`src/rtl/piano_pkg.sv`:
```
// Shared constants, FSM encoding and helpers for the polyphonic tone mixer.
// Optional envelope feature is selected with the POLY_TONE_ENVELOPE_EN macro.
package piano_pkg;

   localparam real C4_HZ       = 261.63;
   localparam real SAMPLE_RATE = 48000.0;

   localparam int DEF_NUM_KEYS  = 17;
   localparam int DEF_PHASE_W   = 20;
   localparam int DEF_SAMPLE_W  = 12;
   localparam int DEF_OUT_W     = 8;
   localparam int DEF_MIX_SHIFT = 5;

   typedef enum logic [1:0] {
      ST_IDLE  = 2'd0,
      ST_SWEEP = 2'd1,
      ST_EMIT  = 2'd2
   } state_t;

   // Equal-tempered semitone k above C4 as a phase increment; elaboration-time only.
   function automatic int calc_inc(input int k, input int phase_w);
      real r;
      r = C4_HZ * (2.0 ** (real'(k) / 12.0)) * (2.0 ** phase_w) / SAMPLE_RATE;
      return $rtoi(r + 0.5);
   endfunction

   function automatic int saturate(input int v, input int out_w);
      int hi;
      int lo;
      hi = (1 <<< (out_w - 1)) - 1;
      lo = -(1 <<< (out_w - 1));
      if (v > hi) return hi;
      if (v < lo) return lo;
      return v;
   endfunction

endpackage

```
`src/rtl/key_inc_rom.sv`:
```
// Combinational key index to phase-increment lookup; indices past the last key read 0.
module key_inc_rom
   import piano_pkg::*;
#(
   parameter int NUM_KEYS = DEF_NUM_KEYS,
   parameter int PHASE_W  = DEF_PHASE_W,
   parameter int IDX_W    = $clog2(DEF_NUM_KEYS + 1)
) (
   input  logic [IDX_W-1:0]   idx,
   output logic [PHASE_W-1:0] inc
);

   logic [PHASE_W-1:0] rom_q [NUM_KEYS];

   for (genvar k = 0; k < NUM_KEYS; k++) begin : g_rom
      localparam int INC_K = calc_inc(k, PHASE_W);
      assign rom_q[k] = PHASE_W'(INC_K);
   end

   always_comb begin
      inc = '0;
      for (int k = 0; k < NUM_KEYS; k++) begin
         if (idx == IDX_W'(k)) inc = rom_q[k];
      end
   end

endmodule

```
`src/rtl/poly_tone_mixer.sv`:
```
// Time-multiplexed polyphonic triangle mixer: one voice per clock, one sweep per AC97 ready.
// Define POLY_TONE_ENVELOPE_EN for per-key attack/release envelopes (adds one pipeline stage).
module poly_tone_mixer
   import piano_pkg::*;
#(
   parameter  int NUM_KEYS  = DEF_NUM_KEYS,
   parameter  int PHASE_W   = DEF_PHASE_W,
   parameter  int SAMPLE_W  = DEF_SAMPLE_W,
   parameter  int OUT_W     = DEF_OUT_W,
   parameter  int MIX_SHIFT = DEF_MIX_SHIFT,
   localparam int CNT_W     = $clog2(NUM_KEYS + 1)
) (
   input  logic                    clock,
   input  logic                    reset,
   input  logic [NUM_KEYS-1:0]     key_num,
   input  logic                    ready,
   output logic signed [OUT_W-1:0] pcm_data,
   output logic                    sample_valid,
   output logic                    busy,
   output logic                    overrun,
   output logic [CNT_W-1:0]        voice_count
);

   localparam int SUM_W = SAMPLE_W + CNT_W;
`ifdef POLY_TONE_ENVELOPE_EN
   localparam int LAST_IDX     = NUM_KEYS;
   localparam int ATTACK_STEP  = 16;
   localparam int RELEASE_STEP = 4;
`else
   localparam int LAST_IDX     = NUM_KEYS - 1;
`endif

   state_t                    state, state_nx;
   logic [NUM_KEYS-1:0]       key_lat;
   logic [CNT_W-1:0]          idx;
   logic [CNT_W-1:0]          count;
   logic signed [SUM_W-1:0]   sum;
   logic signed [SUM_W-1:0]   shifted;
   logic [PHASE_W-1:0]        phase [NUM_KEYS];
   logic [PHASE_W-1:0]        cur_phase;
   logic [PHASE_W-1:0]        inc;
   logic                      pressed;
   logic [SAMPLE_W-1:0]       u;
   logic signed [SAMPLE_W-1:0] tri_s;

   key_inc_rom #(.NUM_KEYS(NUM_KEYS), .PHASE_W(PHASE_W), .IDX_W(CNT_W)) u_rom (
      .idx (idx),
      .inc (inc)
   );

   always_comb begin
      cur_phase = '0;
      pressed   = 1'b0;
      for (int k = 0; k < NUM_KEYS; k++) begin
         if (idx == CNT_W'(k)) begin
            cur_phase = phase[k];
            pressed   = key_lat[k];
         end
      end
   end

   // Subtracting 2^(SAMPLE_W-1) from an unsigned SAMPLE_W value is an MSB flip.
   assign u       = cur_phase[PHASE_W-2 -: SAMPLE_W] ^ {SAMPLE_W{cur_phase[PHASE_W-1]}};
   assign tri_s   = {~u[SAMPLE_W-1], u[SAMPLE_W-2:0]};
   assign shifted = sum >>> MIX_SHIFT;

`ifdef POLY_TONE_ENVELOPE_EN
   logic [7:0]                   env [NUM_KEYS];
   logic [7:0]                   cur_env, env_nx;
   logic                         in_range;
   logic signed [SAMPLE_W-1:0]   p_tri;
   logic [7:0]                   p_env;
   logic                         p_act;
   logic signed [SAMPLE_W+8:0]   prod;

   always_comb begin
      cur_env  = '0;
      in_range = (idx < CNT_W'(NUM_KEYS));
      for (int k = 0; k < NUM_KEYS; k++) begin
         if (idx == CNT_W'(k)) cur_env = env[k];
      end
      if (pressed)
         env_nx = (cur_env > 8'(255 - ATTACK_STEP)) ? 8'd255 : cur_env + 8'(ATTACK_STEP);
      else
         env_nx = (cur_env < 8'(RELEASE_STEP)) ? 8'd0 : cur_env - 8'(RELEASE_STEP);
   end

   assign prod = (SAMPLE_W+9)'(p_tri) * (SAMPLE_W+9)'($signed({1'b0, p_env}));
`endif

   always_ff @(posedge clock or posedge reset) begin
      if (reset) state <= ST_IDLE;
      else       state <= state_nx;
   end

   always_comb begin
      state_nx = state;
      case (state)
         ST_IDLE:  if (ready) state_nx = ST_SWEEP;
         ST_SWEEP: if (idx == CNT_W'(LAST_IDX)) state_nx = ST_EMIT;
         ST_EMIT:  state_nx = ST_IDLE;
         default:  state_nx = ST_IDLE;
      endcase
   end

   always_ff @(posedge clock or posedge reset) begin
      if (reset) begin
         key_lat      <= '0;
         idx          <= '0;
         count        <= '0;
         sum          <= '0;
         pcm_data     <= '0;
         voice_count  <= '0;
         sample_valid <= 1'b0;
         busy         <= 1'b0;
         overrun      <= 1'b0;
         for (int k = 0; k < NUM_KEYS; k++) phase[k] <= '0;
`ifdef POLY_TONE_ENVELOPE_EN
         for (int k = 0; k < NUM_KEYS; k++) env[k] <= '0;
         p_tri <= '0;
         p_env <= '0;
         p_act <= 1'b0;
`endif
      end else begin
         sample_valid <= 1'b0;
         overrun      <= ready && (state != ST_IDLE);
         case (state)
            ST_IDLE: begin
               if (ready) begin
                  key_lat <= key_num;
                  sum     <= '0;
                  count   <= '0;
                  idx     <= '0;
                  busy    <= 1'b1;
`ifdef POLY_TONE_ENVELOPE_EN
                  p_act   <= 1'b0;
`endif
               end
            end
            ST_SWEEP: begin
               idx <= idx + 1'b1;
`ifdef POLY_TONE_ENVELOPE_EN
               // Stage 1 updates envelope/phase; stage 2 accumulates the previous key.
               p_act <= 1'b0;
               if (in_range) begin
                  p_tri <= tri_s;
                  p_env <= env_nx;
                  p_act <= (env_nx != 8'd0);
                  for (int k = 0; k < NUM_KEYS; k++) begin
                     if (idx == CNT_W'(k)) begin
                        env[k]   <= env_nx;
                        phase[k] <= (env_nx != 8'd0) ? cur_phase + inc : '0;
                     end
                  end
               end
               if (p_act) begin
                  sum   <= sum + SUM_W'(prod >>> 8);
                  count <= count + 1'b1;
               end
`else
               for (int k = 0; k < NUM_KEYS; k++) begin
                  if (idx == CNT_W'(k)) phase[k] <= pressed ? cur_phase + inc : '0;
               end
               if (pressed) begin
                  sum   <= sum + {{CNT_W{tri_s[SAMPLE_W-1]}}, tri_s};
                  count <= count + 1'b1;
               end
`endif
            end
            ST_EMIT: begin
               pcm_data     <= OUT_W'(saturate(int'(shifted), OUT_W));
               voice_count  <= count;
               sample_valid <= 1'b1;
               busy         <= 1'b0;
            end
            default: ;
         endcase
      end
   end

endmodule

```
`config.mk`:
```
export PLATFORM = sky130hd
export DESIGN_NAME = poly_tone_mixer
export DESIGN_NICKNAME = d
export VERILOG_FILES = /design/src/rtl/piano_pkg.sv /design/src/rtl/key_inc_rom.sv /design/src/rtl/poly_tone_mixer.sv
export SDC_FILE = /design/constraint.sdc
export NUM_CORES = 1
export LEC_CHECK = 0
export CAP_MARGIN = 20
export CORE_ASPECT_RATIO = 1.1
export CORE_UTILIZATION = 63
export DETAILED_ROUTE_END_ITERATION = 10
export PLACE_DENSITY = 0.84
export SLEW_MARGIN = 15
export SYNTH_ARGS = -nofsm -noshare
export SYNTH_HDL_FRONTEND = slang
export SYNTH_SLANG_ARGS = --single-unit
```
`constraint.sdc`:
```
create_clock -name clock -period 16.8 [get_ports clock]
set_input_delay 4.2 -clock clock [delete_from_list [all_inputs] [get_ports clock]]
set_output_delay 4.2 -clock clock [all_outputs]
set_load 0.01 [all_outputs]
```
== Word level (Yosys, flattened, before mapping) ==
Cells that the tools add are included.
Storage, ports and cells
  flip-flop bits (word level): 402
  output and inout port bits: 16
  word-level logic and storage cells: 158
Cells by class
  order comparisons: 2
  add/subtract/negate cells: 4
  muxes and demuxes: 74
  equality and inequality tests: 21
  bitwise operators: 2
  reductions and logical operators: 28
Operator list (count)
  two-way mux 20 bit: 18
  two-way mux 14 bit: 10
  two-way mux 13 bit: 7
  AND reduction 2 bit: 21
  equality test 5 x 4 -> 1 bit, second input constant: 8
  two-way mux 17 bit: 2
  case mux 17 bit (2 select lines): 1
  two-way mux 1 bit: 24
  two-way mux 8 bit: 3
  adder 20 bit: 1
  equality test 5 x 3 -> 1 bit, second input constant: 4
  case mux 5 bit (2 select lines): 2
  adder 17 bit: 1
  > comparator 12 x 8 -> 1 bit, second input constant: 1
  < comparator 12 x 8 -> 1 bit, second input constant: 1
  bitwise XOR 12 bit: 1
  adder 5 x 1 -> 5 bit, second input constant: 2
  equality test 5 x 2 -> 1 bit, second input constant: 2
  two-way mux 5 bit: 2
  two-way mux 7 bit: 1
  inequality test 2 bit, second input constant: 3
  nonzero test 2 bit: 3
  equality test 5 x 1 -> 1 bit, second input constant: 1
  equality test 5 bit, second input constant: 1
  10 further kinds: 11

== Longest topological paths before layout ==
  depth after elaboration: 23
  depth in mapped cells: 27
  mapped depth without buffers: 22

== Modules after synthesis ==
Synthesis repeated with hierarchy kept, for this count alone.
Second synthesis, totals
  cell total of the unflattened synthesis: 2268
  area, all modules: 20036.7 um^2
Modules (own cells, without submodules)
  poly_tone_mixer: instances 1, area an instance 19571.3 um^2, seq. area each 10059.6 um^2, cells each 2194
  key_inc_rom: instances 1, area an instance 465.4 um^2, seq. area each 0.0 um^2, cells each 74

== Worst setup path after synthesis ==
OpenSTA, ideal clock, no wires.
  kind: register -> register
  start point: register idx[3]
  end point: register phase[116] (netlist bit)
  cell stages (with the launch flop): 25
  required time: 16.681 ns
  period minus slack after synthesis: 5.470 ns
  arrival time: 5.351 ns
  slack: 11.330 ns
  setup time: 0.119 ns
  path through: dfrtp_1 -> buf_6 -> buf_4 -> clkbuf_1 -> and3_1 -> ha_1 -> clkbuf_1 -> clkbuf_1 -> buf_1 -> buf_1 -> clkbuf_1 -> a21oi_1 -> a21oi_1 -> ha_1 -> fa_1 -> a21o_1 -> nand2_1 -> a21boi_0 -> o21ai_0 -> o31a_1 -> a21oi_1 -> nor3b_2 -> xor2_2 -> buf_6 -> o21ai_2
On the way
  cells in the longest elaborated chain, start to end: 20
  elaborated cells on any way between the ends: 71
  those cells by class: add/sub: 1; eq/ne: 16; mux: 52; reduce/logical: 2
Ends and longest elaborated chain
  start, declared: RTL line poly_tone_mixer.sv:35  | logic [CNT_W-1:0] idx;
  start signal, assigned: RTL line poly_tone_mixer.sv:141  | idx <= idx + 1'b1;
  zero test 5 bit: RTL line key_inc_rom.sv:23, poly_tone_mixer.sv:55
  two-way mux 20 bit or two-way mux 13 bit (tied branches) (7 in series): RTL line poly_tone_mixer.sv:55, key_inc_rom.sv:23
  two-way mux 20 bit or two-way mux 14 bit (tied branches) (10 in series): RTL line poly_tone_mixer.sv:55, key_inc_rom.sv:23
  adder 20 bit: RTL line poly_tone_mixer.sv:162  | if (idx == CNT_W'(k)) phase[k] <= pressed ? cur_phase + inc : '0;
  two-way mux 20 bit: RTL line poly_tone_mixer.sv:162
  end signal, assigned by index: RTL line poly_tone_mixer.sv:162
  end, declared: RTL line poly_tone_mixer.sv:39  | logic [PHASE_W-1:0] phase [NUM_KEYS];
Parallel ways exist; a longest one is shown, timed or not.
A chain may end at the register's enable or synchronous reset.

== Worst setup path in the final report ==
  start point: register idx[0]
  end point: register phase[276] (netlist bit)
Same word-level chain as after synthesis.

==> results.md <==
- Kind of cell adding the most delay to the critical path: compound AO/OA/AOI/OAI gates
- Most Frequent Cell on Critical Path: o21ai_0
- Die width: 172 um
- Worst Setup End Kind: flop
- Mapped Cells: 2230
- Reg-to-reg slack, setup: 9870 ps
- Mux contribution to synthesized area: 0.387%
- Via density: 6.62
- Global-route wire length before repair: 91.9 mm
- GRT Total Usage: 36.6%
- HP Start: phase[254]
- Slowest CP cell: xor2_2
- Ys flop type: dfrtp_1
- Status: completed
- Kind of critical path: flop to flop
- Die area: 0.0325 mm2
- Worst-path maximum fanout: 20
- Critical path launch point type: flop
- Clk slew on worst S/H paths: 60 ps
- Endpoints failing hold: 0
- Final Max Tran Viols: 0
- Clock latency on the worst-skew pair: 550 ps
- H-tree depth: 2
- Root buffer cell: clkbuf_16
- Vias in the first global route: 16900
- Port bufs: 35
- Fin util: 70.6%
- Setup TNS: 0 ps
- Post-placement setup slack: 10140 ps
- Rel. slew slack: 23.8%
- Yosys warns: 0
- Core area: 0.0313 mm2
- Critical path cell sequence: inv_1, ha_1, nor2b_1, and2_1, a21oi_1, o21ai_0, a221oi_1, o21ai_0, nand3_1, a211o_1, a21oi_1, ha_1, fa_1, a21o_1, nand2_1, a21boi_0, o21ai_0, o31a_1, a21oi_1, nor3b_2, xor2_2, o21ai_0
- Worst hold path type: flop to flop
- Max_cap viols: 0
- CP required: 17180 ps
- Clock skew: 20.3 ps
- WHS Path Cells: 2
- Most common cell after layout, fill and taps aside: nand2_1
- Layout Cells excl Fill: 2626
- Post-DP HPWL: 37.1 mm
- Grt ovf: 0
- Initial Util: 64.0%
- Synthesis-to-layout area growth: 10.2%
- Fin nets: 2233
- Post-CTS Setup Inserts: 0
- Worst-case reg-to-reg path depth: 22
- Synth Area in Simple Gates: 17.8%
- Iteration-0 DRC Markers: 2360
- Clk pwr share: 21.3%
- Sw Ratio: 45.1%
- FFs w/ async S/R, synth: 100%
- Worst Max-Slew Pin Slew: 1140 ps
- Fmax: 144 MHz
- Via count: 17400
- Setup ws final: 9870 ps
- P_leak: 9.62 nW
- Post-CTS Resized: 0
- Mapped Nets: 2289
- Adder-Cell Fraction of Synth Area: 2.51%
- Post-Route WL: 58.0 mm
- CTS Buf Count: 42
- Fraction of layout cells with a size suffix above 1: 8.43%
- Largest family of logic cells by synthesized area: compound AO/OA/AOI/OAI gates
- DRC viols: 0
- Commonest cells after routing, fill and taps aside: nand2_1 (517), dfrtp_1 (402), o21ai_0 (388), nor2_1 (83), a21oi_1 (79)
- CP Buf/Inv Count: 1
- Synthesis-stage register bit count: 402
- Share of power burned in registers: 29.7%
- Worst path max stage delay: 900 ps
- Sinks on Clock Net: 402
- Die H: 189 um
- Row count: 68
- Period minus WS final: 6930 ps
- P_int: 2.54 mW
- Bufs on Longest Clock Path: 3
- Total net switching power: 2.08 mW
- Worst Path Arrival: 7300 ps
- Final Cycle Share: 41.2%
- First drt pass iteration count: 8
- Antenna Nets Post-Route: 0
- Cts hold-fix bufs: 0
- Final Setup Violations: 0
- R2r startpoint: idx[0]
- Post-Syn Area per Cell: 8.99 um2
- Pin count of the biggest net entering global routing: 178
- Seq/Total Area, Yosys: 50.2%
- Post-synth EDFFs: 0
- Synth Area in XOR/XNOR: 1.92%
- Final RePlAce weighted congestion: 0.973
- Synth Area in Compound Gates: 22.7%
- Power density over the cells: 209 mW/mm2
- RSZ-0062 raised after global routing: no
- Ant. Diodes: 0
- Wire per inst: 22.1 um
- Netlist cell types: 89
- Max VDD drop: 0.158 mV
- Boundary Pins: 36
- Initial antenna violation count: 0
- CTS tree: done
- Reg2reg end: phase[276]
- Hold Path End: phase[254]
- Mapped cell area: 0.0200 mm2
- Combinational power share: 49.0%
- Placed insts: 2548
- # fillers: 2365
==> worst register-to-register path: stages (launching register included) <==
cell and delay [ps]:
dfrtp_1 440, inv_1 110, ha_1 570, nor2b_1 310
and2_1 750, a21oi_1 160, o21ai_0 130, a221oi_1 130
o21ai_0 260, nand3_1 110, a211o_1 310, a21oi_1 160
ha_1 230, fa_1 230, a21o_1 140, nand2_1 50
a21boi_0 290, o21ai_0 210, o31a_1 370, a21oi_1 360
nor3b_2 300, xor2_2 900, o21ai_0 230
==> power by group through the flow <==
stage | logic, mW | clock network, mW | registers [mW]
6_report | 2.26 | 0.982 | 1.37
5_1_grt | 2.46 | 1.03 | 1.40
4_1_cts | 2.19 | 0.989 | 1.37
3_5_place_dp | 2.16 | 0 | 1.38
3_3_place_gp | 2.07 | 0 | 1.37
2_1_floorplan | 1.56 | 0 | 1.35
==> Yosys cell counts (6+ instances only) <==
cell type / count / area, um2
a211o_1: 10 / 87.6
a21o_1: 8 / 60.1
a21oi_1: 79 / 395
a221o_1: 7 / 70.1
a221oi_1: 22 / 193
a222oi_1: 12 / 120
a22oi_1: 39 / 293
a31oi_1: 9 / 56.3
a32oi_1: 10 / 87.6
and2_1: 8 / 50.1
buf_1: 15 / 56.3
buf_2: 31 / 155
buf_4: 8 / 60.1
buf_6: 8 / 90.1
clkbuf_1: 120 / 450
dfrtp_1: 402 / 10100
ha_1: 37 / 463
inv_1: 19 / 71.3
mux2_2: 6 / 67.6
nand2_1: 518 / 1940
nand2b_1: 14 / 87.6
nand3_1: 69 / 345
nand3b_1: 7 / 52.6
nand4_1: 9 / 56.3
nor2_1: 83 / 312
nor2b_1: 21 / 131
nor3_1: 15 / 75.1
o211ai_1: 11 / 82.6
o21ai_0: 388 / 1940
o21ai_1: 35 / 175
o21ai_2: 21 / 184
o221a_2: 9 / 101
o221ai_1: 19 / 166
o31ai_1: 6 / 45.0
or3_1: 6 / 37.5
xnor2_1: 27 / 236
xor2_1: 15 / 131
==> worst max-delay path by stage <==
stage | slack, ps | start | cells after the start | endpoint
floorplan | 1420 | reset | 1 | busy
global placement | 10260 | reset | 3 | phase[23]
detailed placement | 10140 | idx[0] | 22 | phase[216]
CTS | 10050 | idx[0] | 22 | phase[216]
global route | 9350 | idx[1] | 22 | phase[296]
finish | 9870 | idx[0] | 22 | phase[276]
==> state kept, by name (all words and copies together) (netlist names), 2 cells and up <==
register and flops:
key_lat 17, idx 5, sum 17, voice_count 5
pcm_data 8, state 2, count 5, phase 340
==> final cells by class <==
cell class / instances / area, um2 / area share [%]
clock buffers: 62 / 1290 / 5.84
clock inverters: 14 / 179 / 0.810
inverters: 20 / 82.6 / 0.374
multi-input cells: 1626 / 9140 / 41.4
flip-flops and latches: 402 / 10100 / 45.5
well taps: 420 / 526 / 2.38
repair buffers: 82 / 820 / 3.71
==> cell families after synthesis <==
kind of cell | after synthesis
AND/OR/NAND/NOR | 798
flip-flops | 402
XOR/XNOR | 43
adder cells (fa/ha/maj) | 39
buffers and inverters | 202
AO/OA/AOI/OAI | 739
multiplexers | 7
==> through the flow <==
| stage | cell area, um2 | hold slack, ps | total power [mW] |
|---|---|---|---|
| after detailed placement | 20600 | 459 | 3.54 |
| after floorplan | 20000 | 438 | 2.91 |
| after CTS | 22100 | 477 | 4.54 |
| final | 22100 | 469 | 4.62 |
| after global placement | 20400 | 450 | 3.43 |
| after global routing | 22100 | 494 | 4.88 |
==> routing by layer <==
layer  wire length [um]  vias up  share of wire [%]  track usage [%]
li1                   -     7758                  -                -
met3               5750      273                9.9             6.63
met2              26200     1019                 45             55.8
met1              21900     8337                 38             48.0
met5                  0        -                  0                0
met4               4120        0                7.1             23.8
(Power assumes the default switching activity.)
